### src/rtl/sa_ip_port_if.sv
// Bundle of core-side and system-agent-side signals for one IP transaction port.
// The port drives through 'master'; the core and system agent drive through 'slave'.
interface sa_ip_port_if;
  logic        core_req_valid;
  logic        core_req_ready;
  logic        core_req_we;
  logic [15:0] core_req_addr;
  logic [31:0] core_req_wdata;
  logic [3:0]  core_req_prio;
  logic        core_rsp_valid;
  logic        core_rsp_ready;
  logic [31:0] core_rsp_rdata;
  logic        core_rsp_err;
  logic [5:0]  ip_req_trans;
  logic [15:0] ip_addr;
  logic [31:0] ip_dat_out;
  logic        sa_accept;
  logic [3:0]  sa_trans_id;
  logic        sa_done;
  logic [1:0]  sa_done_owner;
  logic [3:0]  sa_done_id;
  logic [31:0] sa_rd_data;

  modport master (
    input  core_req_valid, core_req_we, core_req_addr, core_req_wdata, core_req_prio,
    input  core_rsp_ready,
    input  sa_accept, sa_trans_id, sa_done, sa_done_owner, sa_done_id, sa_rd_data,
    output core_req_ready, core_rsp_valid, core_rsp_rdata, core_rsp_err,
    output ip_req_trans, ip_addr, ip_dat_out
  );

  modport slave (
    output core_req_valid, core_req_we, core_req_addr, core_req_wdata, core_req_prio,
    output core_rsp_ready,
    output sa_accept, sa_trans_id, sa_done, sa_done_owner, sa_done_id, sa_rd_data,
    input  core_req_ready, core_rsp_valid, core_rsp_rdata, core_rsp_err,
    input  ip_req_trans, ip_addr, ip_dat_out
  );
endinterface

### src/rtl/sa_ip_port.sv
// Requester endpoint of the system agent IP interface: one outstanding transaction,
// priority aging while unaccepted, ID-matched completion with a WAIT timeout.
module sa_ip_port #(
  parameter logic [1:0]  IP_ID      = 2'd0,
  parameter int unsigned AGE_CYCLES = 4,
  parameter int unsigned TIMEOUT    = 255
) (
  input logic          clk,
  input logic          rst,
  sa_ip_port_if.master bus
);

  typedef enum logic [1:0] {StIdle, StReq, StWait, StResp} state_e;

  localparam logic [7:0]  AgeLast = 8'(AGE_CYCLES - 1);
  localparam logic [15:0] TmoLast = 16'(TIMEOUT - 1);

  state_e      state_q, state_d;
  logic        we_q, we_d;
  logic [15:0] addr_q, addr_d;
  logic [31:0] wdata_q, wdata_d;
  logic [3:0]  prio_q, prio_d;
  logic [3:0]  id_q, id_d;
  logic [7:0]  age_q, age_d;
  logic [15:0] tmo_q, tmo_d;
  logic [31:0] rdata_q, rdata_d;
  logic        err_q, err_d;
  logic        done_match;

  // Completions are broadcast; only our owner index plus our held ID is ours.
  assign done_match = bus.sa_done && (bus.sa_done_owner == IP_ID) && (bus.sa_done_id == id_q);

  always_comb begin
    state_d = state_q;
    we_d    = we_q;
    addr_d  = addr_q;
    wdata_d = wdata_q;
    prio_d  = prio_q;
    id_d    = id_q;
    age_d   = age_q;
    tmo_d   = tmo_q;
    rdata_d = rdata_q;
    err_d   = err_q;
    case (state_q)
      StIdle: begin
        if (bus.core_req_valid) begin
          we_d    = bus.core_req_we;
          addr_d  = bus.core_req_addr;
          wdata_d = bus.core_req_wdata;
          prio_d  = bus.core_req_prio;
          age_d   = '0;
          state_d = StReq;
        end
      end
      StReq: begin
        if (bus.sa_accept) begin
          id_d    = bus.sa_trans_id;
          tmo_d   = '0;
          state_d = StWait;
        end else if (age_q == AgeLast) begin
          age_d = '0;
          if (prio_q != 4'hf) prio_d = prio_q + 4'd1;
        end else begin
          age_d = age_q + 8'd1;
        end
      end
      StWait: begin
        if (done_match) begin
          rdata_d = we_q ? 32'h0 : bus.sa_rd_data;
          err_d   = 1'b0;
          state_d = StResp;
        end else if (tmo_q == TmoLast) begin
          rdata_d = 32'h0;
          err_d   = 1'b1;
          state_d = StResp;
        end else begin
          tmo_d = tmo_q + 16'd1;
        end
      end
      StResp: begin
        if (bus.core_rsp_ready) state_d = StIdle;
      end
      default: state_d = StIdle;
    endcase
  end

  always_ff @(posedge clk) begin
    if (rst) begin
      state_q <= StIdle;
    end else begin
      state_q <= state_d;
    end
  end

  always_ff @(posedge clk) begin
    if (rst) begin
      we_q    <= 1'b0;
      addr_q  <= '0;
      wdata_q <= '0;
      prio_q  <= '0;
      id_q    <= '0;
      age_q   <= '0;
      tmo_q   <= '0;
      rdata_q <= '0;
      err_q   <= 1'b0;
    end else begin
      we_q    <= we_d;
      addr_q  <= addr_d;
      wdata_q <= wdata_d;
      prio_q  <= prio_d;
      id_q    <= id_d;
      age_q   <= age_d;
      tmo_q   <= tmo_d;
      rdata_q <= rdata_d;
      err_q   <= err_d;
    end
  end

  assign bus.core_req_ready = (state_q == StIdle);
  assign bus.core_rsp_valid = (state_q == StResp);
  assign bus.core_rsp_rdata = rdata_q;
  assign bus.core_rsp_err   = err_q;
  assign bus.ip_req_trans   = (state_q == StReq) ? {prio_q, we_q, 1'b1} : 6'h0;
  assign bus.ip_addr        = addr_q;
  assign bus.ip_dat_out     = wdata_q;

endmodule

### src/flat_wrapper.sv
// flat-port wrapper written by rule: the top's interface ports become plain ports
module sa_ip_port_flat 
#(
  parameter logic [1:0]  IP_ID      = 2'd0,
  parameter int unsigned AGE_CYCLES = 4,
  parameter int unsigned TIMEOUT    = 255
)
  (clk, rst, bus_core_req_valid, bus_core_req_we, bus_core_req_addr, bus_core_req_wdata, bus_core_req_prio, bus_core_rsp_ready, bus_sa_accept, bus_sa_trans_id, bus_sa_done, bus_sa_done_owner, bus_sa_done_id, bus_sa_rd_data, bus_core_req_ready, bus_core_rsp_valid, bus_core_rsp_rdata, bus_core_rsp_err, bus_ip_req_trans, bus_ip_addr, bus_ip_dat_out);
  sa_ip_port_if bus_i ();
  input logic clk;
  input logic rst;
  input wire logic [$bits(bus_i.core_req_valid)-1:0] bus_core_req_valid;
  input wire logic [$bits(bus_i.core_req_we)-1:0] bus_core_req_we;
  input wire logic [$bits(bus_i.core_req_addr)-1:0] bus_core_req_addr;
  input wire logic [$bits(bus_i.core_req_wdata)-1:0] bus_core_req_wdata;
  input wire logic [$bits(bus_i.core_req_prio)-1:0] bus_core_req_prio;
  input wire logic [$bits(bus_i.core_rsp_ready)-1:0] bus_core_rsp_ready;
  input wire logic [$bits(bus_i.sa_accept)-1:0] bus_sa_accept;
  input wire logic [$bits(bus_i.sa_trans_id)-1:0] bus_sa_trans_id;
  input wire logic [$bits(bus_i.sa_done)-1:0] bus_sa_done;
  input wire logic [$bits(bus_i.sa_done_owner)-1:0] bus_sa_done_owner;
  input wire logic [$bits(bus_i.sa_done_id)-1:0] bus_sa_done_id;
  input wire logic [$bits(bus_i.sa_rd_data)-1:0] bus_sa_rd_data;
  output wire logic [$bits(bus_i.core_req_ready)-1:0] bus_core_req_ready;
  output wire logic [$bits(bus_i.core_rsp_valid)-1:0] bus_core_rsp_valid;
  output wire logic [$bits(bus_i.core_rsp_rdata)-1:0] bus_core_rsp_rdata;
  output wire logic [$bits(bus_i.core_rsp_err)-1:0] bus_core_rsp_err;
  output wire logic [$bits(bus_i.ip_req_trans)-1:0] bus_ip_req_trans;
  output wire logic [$bits(bus_i.ip_addr)-1:0] bus_ip_addr;
  output wire logic [$bits(bus_i.ip_dat_out)-1:0] bus_ip_dat_out;
  assign bus_i.core_req_valid = bus_core_req_valid;
  assign bus_i.core_req_we = bus_core_req_we;
  assign bus_i.core_req_addr = bus_core_req_addr;
  assign bus_i.core_req_wdata = bus_core_req_wdata;
  assign bus_i.core_req_prio = bus_core_req_prio;
  assign bus_i.core_rsp_ready = bus_core_rsp_ready;
  assign bus_i.sa_accept = bus_sa_accept;
  assign bus_i.sa_trans_id = bus_sa_trans_id;
  assign bus_i.sa_done = bus_sa_done;
  assign bus_i.sa_done_owner = bus_sa_done_owner;
  assign bus_i.sa_done_id = bus_sa_done_id;
  assign bus_i.sa_rd_data = bus_sa_rd_data;
  assign bus_core_req_ready = bus_i.core_req_ready;
  assign bus_core_rsp_valid = bus_i.core_rsp_valid;
  assign bus_core_rsp_rdata = bus_i.core_rsp_rdata;
  assign bus_core_rsp_err = bus_i.core_rsp_err;
  assign bus_ip_req_trans = bus_i.ip_req_trans;
  assign bus_ip_addr = bus_i.ip_addr;
  assign bus_ip_dat_out = bus_i.ip_dat_out;
  sa_ip_port #(.IP_ID(IP_ID), .AGE_CYCLES(AGE_CYCLES), .TIMEOUT(TIMEOUT)) u_core (.clk(clk), .rst(rst), .bus(bus_i));
endmodule
### config.mk
export PLATFORM = sky130hd
export DESIGN_NAME = sa_ip_port_flat
export DESIGN_NICKNAME = d
export VERILOG_FILES = /design/src/rtl/sa_ip_port_if.sv /design/src/rtl/sa_ip_port.sv /design/src/flat_wrapper.sv
export SDC_FILE = /design/constraint.sdc
export NUM_CORES = 1
export LEC_CHECK = 0
export ABC_CLOCK_PERIOD_IN_PS = 2500
export CAP_MARGIN = 20
export CORE_UTILIZATION = 43
export CTS_CLUSTER_SIZE = 20
export DETAILED_ROUTE_END_ITERATION = 6
export GPL_TIMING_DRIVEN = 0
export HOLD_SLACK_MARGIN = 0.12
export PLACE_DENSITY = 0.9
export SYNTH_ARGS = -nofsm -noshare
export SYNTH_HDL_FRONTEND = slang
export SYNTH_SLANG_ARGS = --single-unit
### constraint.sdc
create_clock -name clk -period 2.5 [get_ports clk]
set_clock_uncertainty 0.05 [all_clocks]
set_input_delay 0.5 -clock clk [delete_from_list [all_inputs] [get_ports clk]]
set_output_delay 0.5 -clock clk [all_outputs]
set_load 0.01 [all_outputs]
# ---- Yosys cells after proc, flatten, opt, wreduce, memory -nomap -nowiden
# Cells that the tools add are included.
dict set report totals {
  inputBits 101
  out_inout_bits 89
  regBits 116
  wordCells 68
}
dict set report op_classes {
  reduce_logical 14
  n_eq_ne 16
  mux 25
  addsub 3
}
# operator count
set op_table {}
lappend op_table {{32-bit 2-to-1 mux} 3}
lappend op_table {{16-bit 2-to-1 mux} 3}
lappend op_table {{16-bit one-hot mux with 2 select lines} 1}
lappend op_table {{8-bit 2-to-1 mux} 3}
lappend op_table {{16-bit by 1-bit adder with 16-bit output (second input constant)} 1}
lappend op_table {{16-bit by 8-bit equality test with 1-bit output (second input constant)} 1}
lappend op_table {{4-bit 2-to-1 mux} 4}
lappend op_table {{8-bit one-hot mux with 2 select lines} 1}
lappend op_table {{2-bit != test (second input constant)} 6}
lappend op_table {{2-bit 2-to-1 mux} 5}
lappend op_table {{8-bit by 1-bit adder with 8-bit output (second input constant)} 1}
lappend op_table {{8-bit by 2-bit equality test with 1-bit output (second input constant)} 1}
lappend op_table {{2-bit one-hot mux with 4 select lines} 1}
lappend op_table {{4-bit one-hot mux with 2 select lines} 1}
lappend op_table {{4-bit AND reduction} 2}
lappend op_table {{6-bit 2-to-1 mux} 1}
lappend op_table {{2-bit AND reduction} 3}
lappend op_table {{2-bit nonzero test} 3}
lappend op_table {{5-bit AND reduction} 1}
lappend op_table {{4-bit by 1-bit adder with 4-bit output (second input constant)} 1}
lappend op_table {{2-bit equality test (second input constant)} 2}
lappend op_table {{4-bit equality test} 1}
lappend op_table {{2-bit zero test} 2}
lappend op_table {{2-bit by 1-bit != test with 1-bit output (second input constant)} 2}
lappend op_table {{other kinds (6)} 8}

# ---- Logic depth before layout (Yosys ltp)
dict set report depth {
  ltp_word 5
  mapped_depth 8
  mapped_depth_nobuf 7
}

# ---- Worst setup path before layout
# Ideal clock, no wire load.
dict set report synth_timing {
  kind {register -> register}
  start {register u_core.age_q[1]}
  end {register u_core.prio_q[0]}
  setup_time_ps 70
  path_stages_with_launch 7
  required_time_ps 2380
  t_arrival_ps 1946
  synth_period_minus_slack_ps 2066
  path_slack_ps 434
  path_buffers 0
  path_cell_list {dfxtp_1 -> ha_1 -> or4b_4 -> o41ai_4 -> nand3_4 -> or3_1 -> a21oi_1}
}
dict set report synth_between {
  elab_chain_cells 3
}
# item line
set synth_lines {}
lappend synth_lines {{start, declared} sa_ip_port.sv:24} ;# logic [7:0] age_q, age_d;
lappend synth_lines {{start signal, assigned} sa_ip_port.sv:112} ;# age_q <= age_d;
lappend synth_lines {{8-bit by 2-bit equality test with 1-bit output} sa_ip_port.sv:60} ;# end else if (age_q == AgeLast) begin
lappend synth_lines {{2-bit by 1-bit != test with 1-bit output (no line)} n/a}
lappend synth_lines {{5-bit AND reduction (no line)} n/a}
lappend synth_lines {{end signal, assigned} sa_ip_port.sv:110} ;# prio_q <= prio_d;
lappend synth_lines {{end, declared} sa_ip_port.sv:22} ;# logic [3:0] prio_q, prio_d;
# No other way between the ends.
# A chain may end at the register's enable or synchronous reset.

# ---- Worst setup path in the final report
dict set report layout_timing {
  start {register u_core.state_q[1]}
  end {output port bus_ip_req_trans[2]}
}
dict set report layout_between {
  elab_chain_cells 2
}
# item line
set layout_lines {}
lappend layout_lines {{start, declared} sa_ip_port.sv:18} ;# state_e state_q, state_d;
lappend layout_lines {{start signal, assigned} sa_ip_port.sv:89} ;# state_q <= StIdle;
lappend layout_lines {{start signal, assigned} sa_ip_port.sv:91} ;# state_q <= state_d;
lappend layout_lines {{2-bit by 1-bit equality test with 1-bit output} sa_ip_port.sv:123} ;# assign bus.ip_req_trans = (state_q == StReq) ? {prio_q, we_q, 1'b1} : 6'h0;
lappend layout_lines {{6-bit 2-to-1 mux} sa_ip_port.sv:123}
lappend layout_lines {{end, declared} flat_wrapper.sv:28} ;# output wire logic [$bits(bus_i.ip_req_trans)-1:0] bus_ip_req_trans;
# No other way between the ends.

==> flow_metrics.py <==
metrics = {
    "global_routing": {
        "use_met2": 0.461,
        "busiest_layer": "met2",
        "antenna_found_initial": 0,
        "overflow": 0,
        "grt_start_max_net_pins": 17,
        "grt_pass1_vias": 4995,
        "grt_use_total": 0.261,
        "grt_util_met1": 0.274,
        "grt_pass1_wl_um": 23300,
        "grtUsageMet3": 0.0942,
    },
    "sta": {
        "rsz0062_at_grt": "false",
        "period_share": 0.958,
        "period_needed_ns": 2.39,
        "worst_pin_slew_ns": 0.713,
        "fin_ws_ns": 0.106,
        "slew-limit-headroom": 0.525,
        "hold_violations": 0,
        "max_freq_mhz": 418,
        "setup_violations": 0,
        "drv_slew": 0,
    },
    "setup_path": {
        "cp.arrival_ns": 1.84,
        "startpoint": "u_core.state_q[1]",
        "crit_fanout": 10,
        "worstSetupEndpointType": "primary output",
        "cpLargestDelayFamily": "buffers and inverters",
        "r2r_start": "u_core.state_q[0]",
        "path_buf_inv": 4,
        "required_ns": 1.95,
        "worst_setup_path_start_kind": "flop",
        "crit_type": "flop to primary output",
        "critical-path-max-stage-delay_ns": 0.35,
        "crit_slowest_cell": "dfxtp_2",
        "crit_chain": "inv_2 -> ha_4 -> buf_8 -> clkbuf_8 -> and2_1 -> dlygate4sd2_1",
    },
    "min_path": {
        "hp-class": "primary input to flop",
        "min_from": "bus_sa_accept",
    },
    "cells_and_area": {
        "fin_util": 0.708,
        "final_area_um2": 7410,
        "nets": 855,
        "nFillCells": 786,
        "diodes": 0,
        "final_cell_mix": "183 x clkdlybuf4s50_1, 126 x nand2_1, 114 x dfxtp_1, 71 x a21oi_1, 32 x a22o_1",
        "drive_gt1_frac": 0.0752,
        "final_common_cell": "clkdlybuf4s50_1",
        "fin_cells": 894,
        "area_growth_pct": 57.1,
    },
    "clocking": {
        "htree_levels": 4,
        "tritoncts": "yes",
        "cts-root-buf": "clkbuf_8",
        "clk_path_buf_depth": 2,
        "cts_buffers": 17,
        "path_clk_slew_ns": 0.06,
        "worstSkewPairLatency_ns": 0.51,
        "clock-sinks": 116,
        "holdBufCountCts": 0,
    },
    "synth": {
        "synth-seq-cells": 116,
        "synth_flop_cell": "dfxtp_1",
        "synthArstFlopShare": 0,
        "ys_types": 61,
        "avgSynthCellArea_um2": 8.77,
        "synth_cells": 538,
        "synth_edf_count": 0,
        "synth_nets": 647,
        "yosys_warnings": 0,
        "synth_area_um2": 4720,
        "ys_seq_area_frac": 0.492,
    },
    "run_status": {
        "outcome": "finished clean",
    },
    "floorplan": {
        "placementRows": 37,
        "initial_core_util": 0.451,
        "dieArea_um2": 11400,
        "core_um2": 10500,
        "boundaryPins": 190,
        "fp.dieH_um": 107,
        "chipWidth_um": 107,
    },
    "power_and_ir_drop": {
        "p_leak_uw": 0.00270,
        "peakVddDrop_mv": 0.527,
        "p_per_area_nw_per_um2": 874,
    },
    "place": {
        "io_buffers": 188,
        "dp_hpwl_um": 10900,
        "dp_slack_ns": -0.262,
        "gp_congestion": 0.888,
        "placed_cells": 862,
        "post_dp_cell_area_um2": 6770,
    },
    "drt": {
        "drt-total-wl_um": 14900,
        "viasPerCell": 5.47,
        "first_pass_iters": 5,
        "ant_nets": 0,
        "wl_per_cell_um": 16.7,
        "dr_total_vias": 4893,
        "drt-initial-drc-count": 239,
        "drc": 0,
    },
    "flow_run": {
        "drv_cap": 0,
    },
}
==> area by class of cell <==
cell class	instances	area [um2]	share of cell area
inverter	13	48.8	0.00659
timing repair buffer	189	1890	0.255
clock inverter	8	124	0.0167
clock buffer	23	477	0.0643
multi-input combinational	379	2220	0.300
sequential	116	2320	0.314
tap	136	170	0.0230
buffer	30	156	0.0211
==> synthesized netlist by cell type (2+ instances only) <==
library cell / n / area [um2]
clkbuf_1: 16 / 60.1
o22ai_1: 2 / 12.5
buf_1: 7 / 26.3
or4_1: 5 / 37.5
a221oi_1: 2 / 17.5
inv_1: 11 / 41.3
o32ai_1: 2 / 17.5
nand2_1: 126 / 473
o21ai_1: 7 / 35.0
or3_1: 6 / 37.5
buf_6: 2 / 22.5
nand3_1: 17 / 85.1
nor3_1: 2 / 10.0
and4_1: 5 / 43.8
o21ai_0: 5 / 25.0
nor4b_1: 2 / 17.5
mux2i_1: 3 / 30.0
nand2b_1: 3 / 18.8
o211ai_1: 5 / 37.5
and2_1: 6 / 37.5
xor2_1: 6 / 52.6
buf_2: 4 / 20.0
o2111ai_1: 3 / 26.3
ha_1: 8 / 100
xnor2_1: 5 / 43.8
nand4_1: 7 / 43.8
a21oi_1: 71 / 355
nor2_1: 18 / 67.6
dfxtp_1: 116 / 2320
o21bai_1: 2 / 15.0
a22o_1: 32 / 280
a31oi_1: 3 / 18.8
==> sequential cells by signal, indices dropped and copies added, names as in the netlist <==
name,count
u_core.bus.ip_dat_out,32
u_core.id_q,4
u_core.age_q,8
u_core.bus.core_rsp_rdata,32
u_core.state_q,2
u_core.bus.core_rsp_err,1
u_core.tmo_q,16
u_core.we_q,1
u_core.bus.ip_addr,16
u_core.prio_q,4
==> kinds of logic after synthesis <==
kind of cell	count (synthesis)	synth area share
muxes	5	0.0117
AOI/OAI and AO/OA	143	0.200
DFF	116	0.492
adders and majority gates	8	0.0212
xor gates and xnor gates	11	0.0204
and+or+nand+nor	212	0.214
buffers and inverters	43	0.0406
==> worst paths after layout <==
check	end	slack (ns)	cells after the start
worst max register to register	u_core.tmo_q[12]	0.17	7
worst min-delay path	u_core.id_q[0]	0.25	3
worst max-delay path	bus_ip_req_trans[2]	0.11	6
worst min register to register	u_core.bus.ip_dat_out[3]	0.40	2
==> through the flow <==
step	total power [uW]	setup TNS [ns]	hold slack (ns)
floorplan	3180	0	0.396
global route	6750	0	0.253
detailed placement	3970	-8.61	0.398
finish	6480	0	0.252
CTS	6470	0	0.238
global placement	3890	-4.97	0.392
==> tightest hold or removal path: cells and delay by family <==
family,cells,cell delay (ns)
buffers and inverters,1,0.12
AND/OR/NAND/NOR,1,0.08
AO/OA/AOI/OAI,1,0.06
==> metal layers <==
layer  wire, um  up-vias
met2       7750      235
met1       5570     2301
met3       1160       41
li1           -     2316
met4        422        0
met5          0        -
==> where the power goes <==
part | internal [uW] | switching (uW) | total [uW] | leakage [uW]
clock network | 1620 | 835 | 2450 | 0.000290
registers | 2050 | 135 | 2190 | 0.000943
logic | 832 | 1010 | 1840 | 0.00147
total | 4500 | 1980 | 6480 | 0.00270
==> what timing repair did <==
action | in CTS | in global routing
resized for setup | 13 | 3
pin swaps | 0 | 1
setup endpoints to repair | 5 | 8
buffers inserted | 0 | 1
Power figures use the tool's default switching activity.
